File: src/rtl/midi_voice_allocator.sv
// midi_voice_allocator
//   Parses a MIDI byte stream (running status, realtime bytes transparent)
//   into Note On / Note Off events for one channel and assigns each note to
//   one of NUM_VOICES voice slots: retrigger a held note, else the lowest
//   free slot, else steal the oldest slot (ties to the lowest index).
//
//   Optional build macro: SUSTAIN_PEDAL_EN enables the sustain pedal
//   (Control Change 64). Without it every Control Change is discarded.
//
// Ports
//   clock           system clock
//   reset           synchronous, active-low reset
//   byte_valid      one-cycle strobe, midi_byte valid
//   midi_byte[7:0]  received MIDI byte
//   busy            high while an event is being scheduled
//   overflow        one-cycle pulse when a non-realtime byte is dropped while busy
//   voice_active    bit i = voice i sounding
//   voice_note      note of voice i at [7i+6:7i]
//   voice_velocity  velocity of voice i, same packing
//   voice_trigger   one-cycle pulse for a voice started, retriggered or stolen
//
// state     | meaning
// ----------+-----------------------------------------------------------
// NO_STATUS | no running status; data bytes ignored
// WAIT_D1   | running status held, waiting for first data byte
// WAIT_D2   | waiting for second data byte
// EXEC      | scheduler: scan one voice per cycle, then one commit cycle

module midi_voice_allocator #(
    parameter int NUM_VOICES = 8,
    parameter int CHANNEL    = 0
) (
    input  logic                    clock,
    input  logic                    reset,
    input  logic                    byte_valid,
    input  logic [7:0]              midi_byte,
    output logic                    busy,
    output logic                    overflow,
    output logic [NUM_VOICES-1:0]   voice_active,
    output logic [7*NUM_VOICES-1:0] voice_note,
    output logic [7*NUM_VOICES-1:0] voice_velocity,
    output logic [NUM_VOICES-1:0]   voice_trigger
);
    localparam int VIDX_W = $clog2(NUM_VOICES);
    localparam int SCAN_W = $clog2(NUM_VOICES + 1);
    localparam logic [VIDX_W-1:0] AGE_MAX   = VIDX_W'(NUM_VOICES - 1);
    localparam logic [SCAN_W-1:0] SCAN_DONE = SCAN_W'(NUM_VOICES);
    localparam logic [3:0]        CH        = 4'(CHANNEL);

    typedef enum logic [1:0] {NO_STATUS, WAIT_D1, WAIT_D2, EXEC} state_t;

    state_t            state;
    logic [7:0]        status;
    logic [6:0]        d1;
    logic [6:0]        d2;
    logic [SCAN_W-1:0] scan_idx;
    logic [VIDX_W-1:0] scan_v;
    logic              match_found;
    logic              free_found;
    logic [VIDX_W-1:0] match_idx;
    logic [VIDX_W-1:0] free_idx;
    logic [VIDX_W-1:0] old_idx;
    logic [VIDX_W-1:0] old_age;
    logic [VIDX_W-1:0] chosen;
    logic              note_on;
    logic              cc_exec;
    logic [6:0]        note_q [NUM_VOICES];
    logic [6:0]        vel_q  [NUM_VOICES];
    logic [VIDX_W-1:0] age_q  [NUM_VOICES];
`ifdef SUSTAIN_PEDAL_EN
    logic                  pedal_down;
    logic [NUM_VOICES-1:0] sustained;
`endif

    assign scan_v  = scan_idx[VIDX_W-1:0];
    // Status is frozen during EXEC, so the event kind is decoded from it.
    assign note_on = (status[7:4] == 4'h9) && (d2 != 7'd0);
    assign cc_exec = (status[7:4] == 4'hB);
    assign chosen  = match_found ? match_idx : (free_found ? free_idx : old_idx);

    always_ff @(posedge clock) begin
        if (!reset) begin
            state         <= NO_STATUS;
            status        <= '0;
            d1            <= '0;
            d2            <= '0;
            scan_idx      <= '0;
            match_found   <= 1'b0;
            free_found    <= 1'b0;
            match_idx     <= '0;
            free_idx      <= '0;
            old_idx       <= '0;
            old_age       <= '0;
            busy          <= 1'b0;
            overflow      <= 1'b0;
            voice_active  <= '0;
            voice_trigger <= '0;
            for (int i = 0; i < NUM_VOICES; i++) begin
                note_q[i] <= '0;
                vel_q[i]  <= '0;
                age_q[i]  <= '0;
            end
`ifdef SUSTAIN_PEDAL_EN
            pedal_down <= 1'b0;
            sustained  <= '0;
`endif
        end else begin
            overflow      <= 1'b0;
            voice_trigger <= '0;
            if (state == EXEC) begin
                if (byte_valid && midi_byte < 8'hF8)
                    overflow <= 1'b1;
                if (scan_idx != SCAN_DONE) begin
                    if (!match_found && voice_active[scan_v] && note_q[scan_v] == d1) begin
                        match_found <= 1'b1;
                        match_idx   <= scan_v;
                    end
                    if (!free_found && !voice_active[scan_v]) begin
                        free_found <= 1'b1;
                        free_idx   <= scan_v;
                    end
                    // Strict compare keeps the lowest index on equal ages.
                    if (age_q[scan_v] > old_age) begin
                        old_age <= age_q[scan_v];
                        old_idx <= scan_v;
                    end
                    scan_idx <= scan_idx + 1'b1;
                end else begin
`ifdef SUSTAIN_PEDAL_EN
                    if (cc_exec) begin
                        pedal_down <= d2[6];
                        if (!d2[6]) begin
                            for (int i = 0; i < NUM_VOICES; i++) begin
                                if (sustained[i]) begin
                                    voice_active[i] <= 1'b0;
                                    age_q[i]        <= '0;
                                end
                            end
                            sustained <= '0;
                        end
                    end else
`endif
                    if (note_on) begin
                        for (int i = 0; i < NUM_VOICES; i++) begin
                            if (VIDX_W'(i) == chosen) begin
                                voice_active[i]  <= 1'b1;
                                note_q[i]        <= d1;
                                vel_q[i]         <= d2;
                                age_q[i]         <= '0;
                                voice_trigger[i] <= 1'b1;
`ifdef SUSTAIN_PEDAL_EN
                                sustained[i]     <= 1'b0;
`endif
                            end else if (voice_active[i] && age_q[i] != AGE_MAX) begin
                                age_q[i] <= age_q[i] + 1'b1;
                            end
                        end
                    end else begin
                        for (int i = 0; i < NUM_VOICES; i++) begin
                            if (voice_active[i] && note_q[i] == d1) begin
`ifdef SUSTAIN_PEDAL_EN
                                if (pedal_down) sustained[i] <= 1'b1;
                                else begin
`else
                                begin
`endif
                                    voice_active[i] <= 1'b0;
                                    age_q[i]        <= '0;
                                end
                            end
                        end
                    end
                    busy  <= 1'b0;
                    state <= WAIT_D1;
                end
            end else if (byte_valid && midi_byte < 8'hF8) begin
                if (midi_byte >= 8'hF0) begin
                    status <= '0;
                    state  <= NO_STATUS;
                end else if (midi_byte[7]) begin
                    status <= midi_byte;
                    state  <= WAIT_D1;
                end else begin
                    case (state)
                        WAIT_D1: begin
                            d1 <= midi_byte[6:0];
                            // 0xCn/0xDn carry one data byte: complete, discarded.
                            if (status[7:5] != 3'b110)
                                state <= WAIT_D2;
                        end
                        WAIT_D2: begin
                            d2          <= midi_byte[6:0];
                            scan_idx    <= '0;
                            match_found <= 1'b0;
                            free_found  <= 1'b0;
                            old_idx     <= '0;
                            old_age     <= '0;
                            if (status == {4'h9, CH} || status == {4'h8, CH}) begin
                                state <= EXEC;
                                busy  <= 1'b1;
                            end
`ifdef SUSTAIN_PEDAL_EN
                            else if (status == {4'hB, CH} && d1 == 7'd64) begin
                                state    <= EXEC;
                                busy     <= 1'b1;
                                scan_idx <= SCAN_DONE;
                            end
`endif
                            else begin
                                state <= WAIT_D1;
                            end
                        end
                        default: ;
                    endcase
                end
            end
        end
    end

    for (genvar g = 0; g < NUM_VOICES; g++) begin : g_pack
        assign voice_note[7*g +: 7]     = note_q[g];
        assign voice_velocity[7*g +: 7] = vel_q[g];
    end

endmodule

File: config.mk
export PLATFORM = sky130hd
export DESIGN_NAME = midi_voice_allocator
export DESIGN_NICKNAME = d
export VERILOG_FILES = /design/src/rtl/midi_voice_allocator.sv
export SDC_FILE = /design/constraint.sdc
export NUM_CORES = 1
export LEC_CHECK = 0
export ABC_AREA = 1
export BUFFER_PORTS_ARGS = -buffer_cell sky130_fd_sc_hd__buf_2
export CORE_MARGIN = 3
export CORE_UTILIZATION = 52
export DETAILED_ROUTE_END_ITERATION = 8
export PLACE_DENSITY = 0.75
export SLEW_MARGIN = 20
export SYNTH_ARGS = -nofsm -noshare
export SYNTH_HDL_FRONTEND = slang
export SYNTH_SLANG_ARGS = --single-unit
File: constraint.sdc
create_clock -name clock -period 2.9 [get_ports clock]
set_input_delay 0.435 -clock clock [delete_from_list [all_inputs] [get_ports clock]]
set_output_delay 0.435 -clock clock [all_outputs]
set_load 0.02 [all_outputs]
# Word-level counts from Yosys, hierarchy flattened
# Memory sizes are Yosys's and may differ from the RTL's. A register that Yosys moved wholly into a read port is not among the register bits.
# Index checks and enable logic that the tools add are counted.
# classes
n_addsub,9
mul,0
div_mod_pow,0
n_lt_le_gt_ge,4
eq_ne,48
shifts,0
mux,262
bitwise,46
reduce_logical,61
# ops
cell,count
1-bit 2-to-1 mux,188
3-bit 2-to-1 mux,40
7-bit 2-to-1 mux,16
7-bit == test,9
1-bit bitwise OR,40
4-bit AND reduction,9
"3-bit != test, second input constant",9
"2-bit by 1-bit != test with 1-bit output, second input constant",13
"3-bit by 1-bit adder with 3-bit output, second input constant",8
4-bit 2-to-1 mux,6
8-bit 2-to-1 mux,3
6-bit AND reduction,4
2-bit nonzero test,12
1-bit logical AND,21
"8-bit == test, second input constant",2
5-bit AND reduction,3
2-bit 2-to-1 mux,7
"3-bit == test, first input constant",4
3-bit AND reduction,3
"8-bit >= comparator, second input constant",1
"8-bit less-than comparator, second input constant",1
7-bit nonzero test,1
"2-bit by 3-bit == test with 1-bit output, first input constant",2
1-bit inverter,6
18 further kinds,22
# totals
register_bits,60
latchBits,0
mem_bits_rw,136
romBits,0
output_inout_bits,130
word_cells,455
mem_count,3
# memory_table
memory,depth,word_bits,rd,rd_clocked_by_memory_dff,wr,line,source
note_q,8,7,9,1,8,67,logic [6:0] note_q [NUM_VOICES];
vel_q,8,7,8,0,8,68,logic [6:0] vel_q [NUM_VOICES];
age_q,8,3,9,1,8,69,logic [VIDX_W-1:0] age_q [NUM_VOICES];

# Depth between registers and ports, before layout
# logic_depth
depth_word,12
mapped_depth,18

# Least setup slack after synthesis
# No wires, ideal clock.
# synth_path
path_kind,register to register
from,register scan_idx[0]
to,"memory note_q[6][0], enable pin"
t_arrival_ns,2.328
path_slack_ns,0.167
path_stages_with_launch,9
synth_period_minus_slack_ns,2.733
path_cell_list,dfxtp_1 > buf_4 > inv_1 > ha_1 > nand3_2 > nor2_4 > nand2_2 > buf_4 > o21ai_0
# synth_lines
item,line,source
start: declaration,56,logic [SCAN_W-1:0] scan_idx;
start signal: assignment,127,scan_idx <= scan_idx + 1'b1;
end: declaration,67,

==> impl_metrics.env <==
export IMPL_status="completed"
export IMPL_post_cts_buffers=0
export IMPL_yosysTopAreaCellShare_pct=38.2
export IMPL_syn_nets=1151
export IMPL_fp_dieW_um=143
export IMPL_p_per_area_nw_per_um2=546
export IMPL_grt_ovfl_total=0
export IMPL_critPathArrivalTime_ps=2870
export IMPL_io_buffer_count=140
export IMPL_numCtsBuffers=17
export IMPL_cp_cell_sequence="buf_4 > o21ai_0 > o22ai_1 > o21ai_0 > inv_1 > ha_1 > nand2_1 > o21ai_0 > nand3_1 > a21oi_1 > nand2_2 > inv_2 > o21ai_0 > o21ai_1 > nor2_1"
export IMPL_setup_viol=0
export IMPL_fin_nets=1291
export IMPL_dpl_hpwl_mm=21.4
export IMPL_dp_cells=1469
export IMPL_drv_cap=0
export IMPL_fmax_mhz=394
export IMPL_synth_cells=1119
export IMPL_grt_max_degree=59
export IMPL_antenna_found_initial=0
export IMPL_layout_drive_gt1_share_pct=20.0
export IMPL_required_ps=3240
export IMPL_gp_congestion=0.984
export IMPL_drtIter0Drc=1003
export IMPL_firstDrtPassIters=6
export IMPL_ys_ff_latch=199
export IMPL_path_class="reg -> reg"
export IMPL_final_cells=1501
export IMPL_cp_start_kind="flop"
export IMPL_syn_area_um2=9740
export IMPL_cts_hold_buf=0
export IMPL_p_sw_w=0.00171
export IMPL_cts_root_buf="clkbuf_16"
export IMPL_cts_num_sinks=199
export IMPL_cts_tree="yes"
export IMPL_detail_route_antenna_nets=0
export IMPL_synthTopCellsByArea="edfxtp_1 38%, dfxtp_1 15%, nand2_1 8.5%, nor2_1 6.7%, inv_1 4.9%"
export IMPL_drt_total_wl_mm=29.0
export IMPL_coreArea_um2=18100
export IMPL_wl_met1_mm=11.7
export IMPL_hp_class="in -> reg"
export IMPL_comb_power_share_pct=9.2
export IMPL_crit_fanout=27
export IMPL_ios=141
export IMPL_p_clk_share_pct=39.3
export IMPL_ys_warn_count=0
export IMPL_grt_util_all_layers_pct=28.6
export IMPL_period_share_pct=87.5
export IMPL_ys_types=48
export IMPL_slowest_delay_ps=350
export IMPL_drc=0
export IMPL_slew_headroom_pct=50.5
export IMPL_slew_viol_final=0
export IMPL_area_growth_pct=15.6
export IMPL_end_kind="flop"
export IMPL_setup_tns_ps=0
export IMPL_met3_length_mm=2.95
export IMPL_num_rows=49
export IMPL_worst_slew_pin_slew_ps=742
export IMPL_viasPerCell=5.70
export IMPL_die_h_um=143
export IMPL_ys_seq_area_share_pct=53.7
export IMPL_wl_per_cell_um=19.3
export IMPL_path_common_cell="o21ai_0"
export IMPL_pwr_share_seq_pct=51.5
export IMPL_slowest_stage="dfxtp_2"
export IMPL_clk_latency_ps=450
export IMPL_swShare_pct=27.8
export IMPL_max_clock_path_buffers=2
export IMPL_grt_pass1_vias=7949
export IMPL_power_internal_w=0.00443
export IMPL_yosysTopAreaCell="edfxtp_1"
export IMPL_min_period_ps=2540
export IMPL_vias=8549
export IMPL_finalHoldViolations=0
export IMPL_grt_pass1_wl_mm=44.3
export IMPL_clkTransAtPathRegs_ps=80
export IMPL_diodes=0
export IMPL_cts_max_level=4
export IMPL_rsz0062_at_grt="no"
export IMPL_finClkSkew_ps=13.8
export IMPL_wl_met2_mm=13.1
export IMPL_initial_utilization_pct=53.6
export IMPL_syn_avg_cell_area_um2=8.70
export IMPL_cts_resized=0
export IMPL_power_leakage_nw=4.96
export IMPL_highest_layer="met4"
export IMPL_ir_drop_mv=0.438
export IMPL_dieArea_um2=20400
## sequential cells by signal (all words and copies together) (netlist names), named ones only
signal	flops
voice_trigger	8
old_age	3
free_idx	3
age_q	24
d2	7
old_idx	3
note_q	56
overflow	1
voice_active	8
scan_idx	4
state	2
match_found	1
vel_q	56
match_idx	3
busy	1
status	8
d1	7
free_found	1
## critical path, delay by kind of cell, from the launching register on
family                   cells  cell delay [ps]
AND/OR/NAND/NOR              4              330
AO/OA/AOI/OAI                7              990
flip-flops                   1              350
adder cells (fa/ha/maj)      1              320
buffers and inverters        3              440
## cells in the mapped netlist (all sizes together)
master	instances
o21a	1
o211ai	2
and2	1
a31o	5
xnor2	9
inv	146
nor2	190
o2111ai	3
clkinv	3
nor4	9
a21oi	59
o31ai	1
nand4	18
or2	1
clkbuf	8
ha	21
dfxtp	75
o221ai	5
o22ai	13
buf	35
nand3	77
xor2	12
nand2	228
edfxtp	124
a221oi	4
o21ai	54
a211oi	6
nor3	7
a31oi	2
## layer usage
| metal | vias to the layer above | track usage, % |
|---|---|---|
| met3 | 86 | 6.97 |
| met4 | 0 | 11.9 |
| met2 | 503 | 44.4 |
| met5 | - | 0 |
| li1 | 3973 | - |
| met1 | 3987 | 38.6 |
## layout by cell type (no fill, tap or decap), drive strengths merged, types with 4 or more instances in the layout
cell type / Yosys / routed
dfxtp: 75 / 75
clkinv: 3 / 14
inv: 146 / 150
a211oi: 6 / 6
o21ai: 54 / 54
nor3: 7 / 7
xnor2: 9 / 9
o22ai: 13 / 13
a21oi: 59 / 59
a221oi: 4 / 4
clkbuf: 8 / 17
buf: 35 / 164
ha: 21 / 21
a31o: 5 / 5
nand3: 77 / 77
o221ai: 5 / 5
edfxtp: 124 / 124
nor4: 9 / 9
xor2: 12 / 12
nand4: 18 / 18
nor2: 190 / 190
nand2: 228 / 228
## power by group through the flow
stage	clock [W]	combinational (W)	sequential, W
global placement	0	0.000550	0.00322
global route	0.00255	0.000620	0.00317
detailed placement	0	0.000556	0.00322
CTS	0.00244	0.000559	0.00316
finish	0.00241	0.000567	0.00316
floorplan	0	0.000316	0.00327
## stage by stage
stage                     cell area, um^2  setup WS [ps]  hold slack (ps)  util, %  power [W]
final                               11300            361              258     62.0    0.00614
after global routing                11300            115              263     62.0    0.00634
after CTS                           11300            389              253     62.0    0.00616
after detailed placement            10600            374              456     58.5    0.00378
after global placement              10600            477              452     58.5    0.00377
after floorplan                      9740            167              432        -    0.00359
## cells by family after synthesis
| logic type | synth area share [%] |
|---|---|
| simple gates | 23.9 |
| fa+ha+maj | 2.70 |
| xor+xnor | 1.89 |
| compound gates | 9.20 |
| flops | 53.7 |
| buf+inv | 8.69 |
## path summary, 6_finish.rpt
path | slack [ps] | cells past startpoint | start | endpoint
setup / recovery | 360 | 15 | flop | old_age[0]
hold / removal | 260 | 3 | midi_byte[0] | status[0]
hold reg to reg | 470 | 2 | status[3] | status[3]
setup reg to reg | 360 | 15 | flop | old_age[0]
## final cells by class
class,count,area (um^2)
fill,1532,6900
sequential,199,5230
multi-input combinational,728,3660
timing repair buffer,164,881
inverter,149,567
clock buffer,17,425
tap,229,287
clock inverter,15,201
Note: power is estimated with default switching activity, not from simulation.
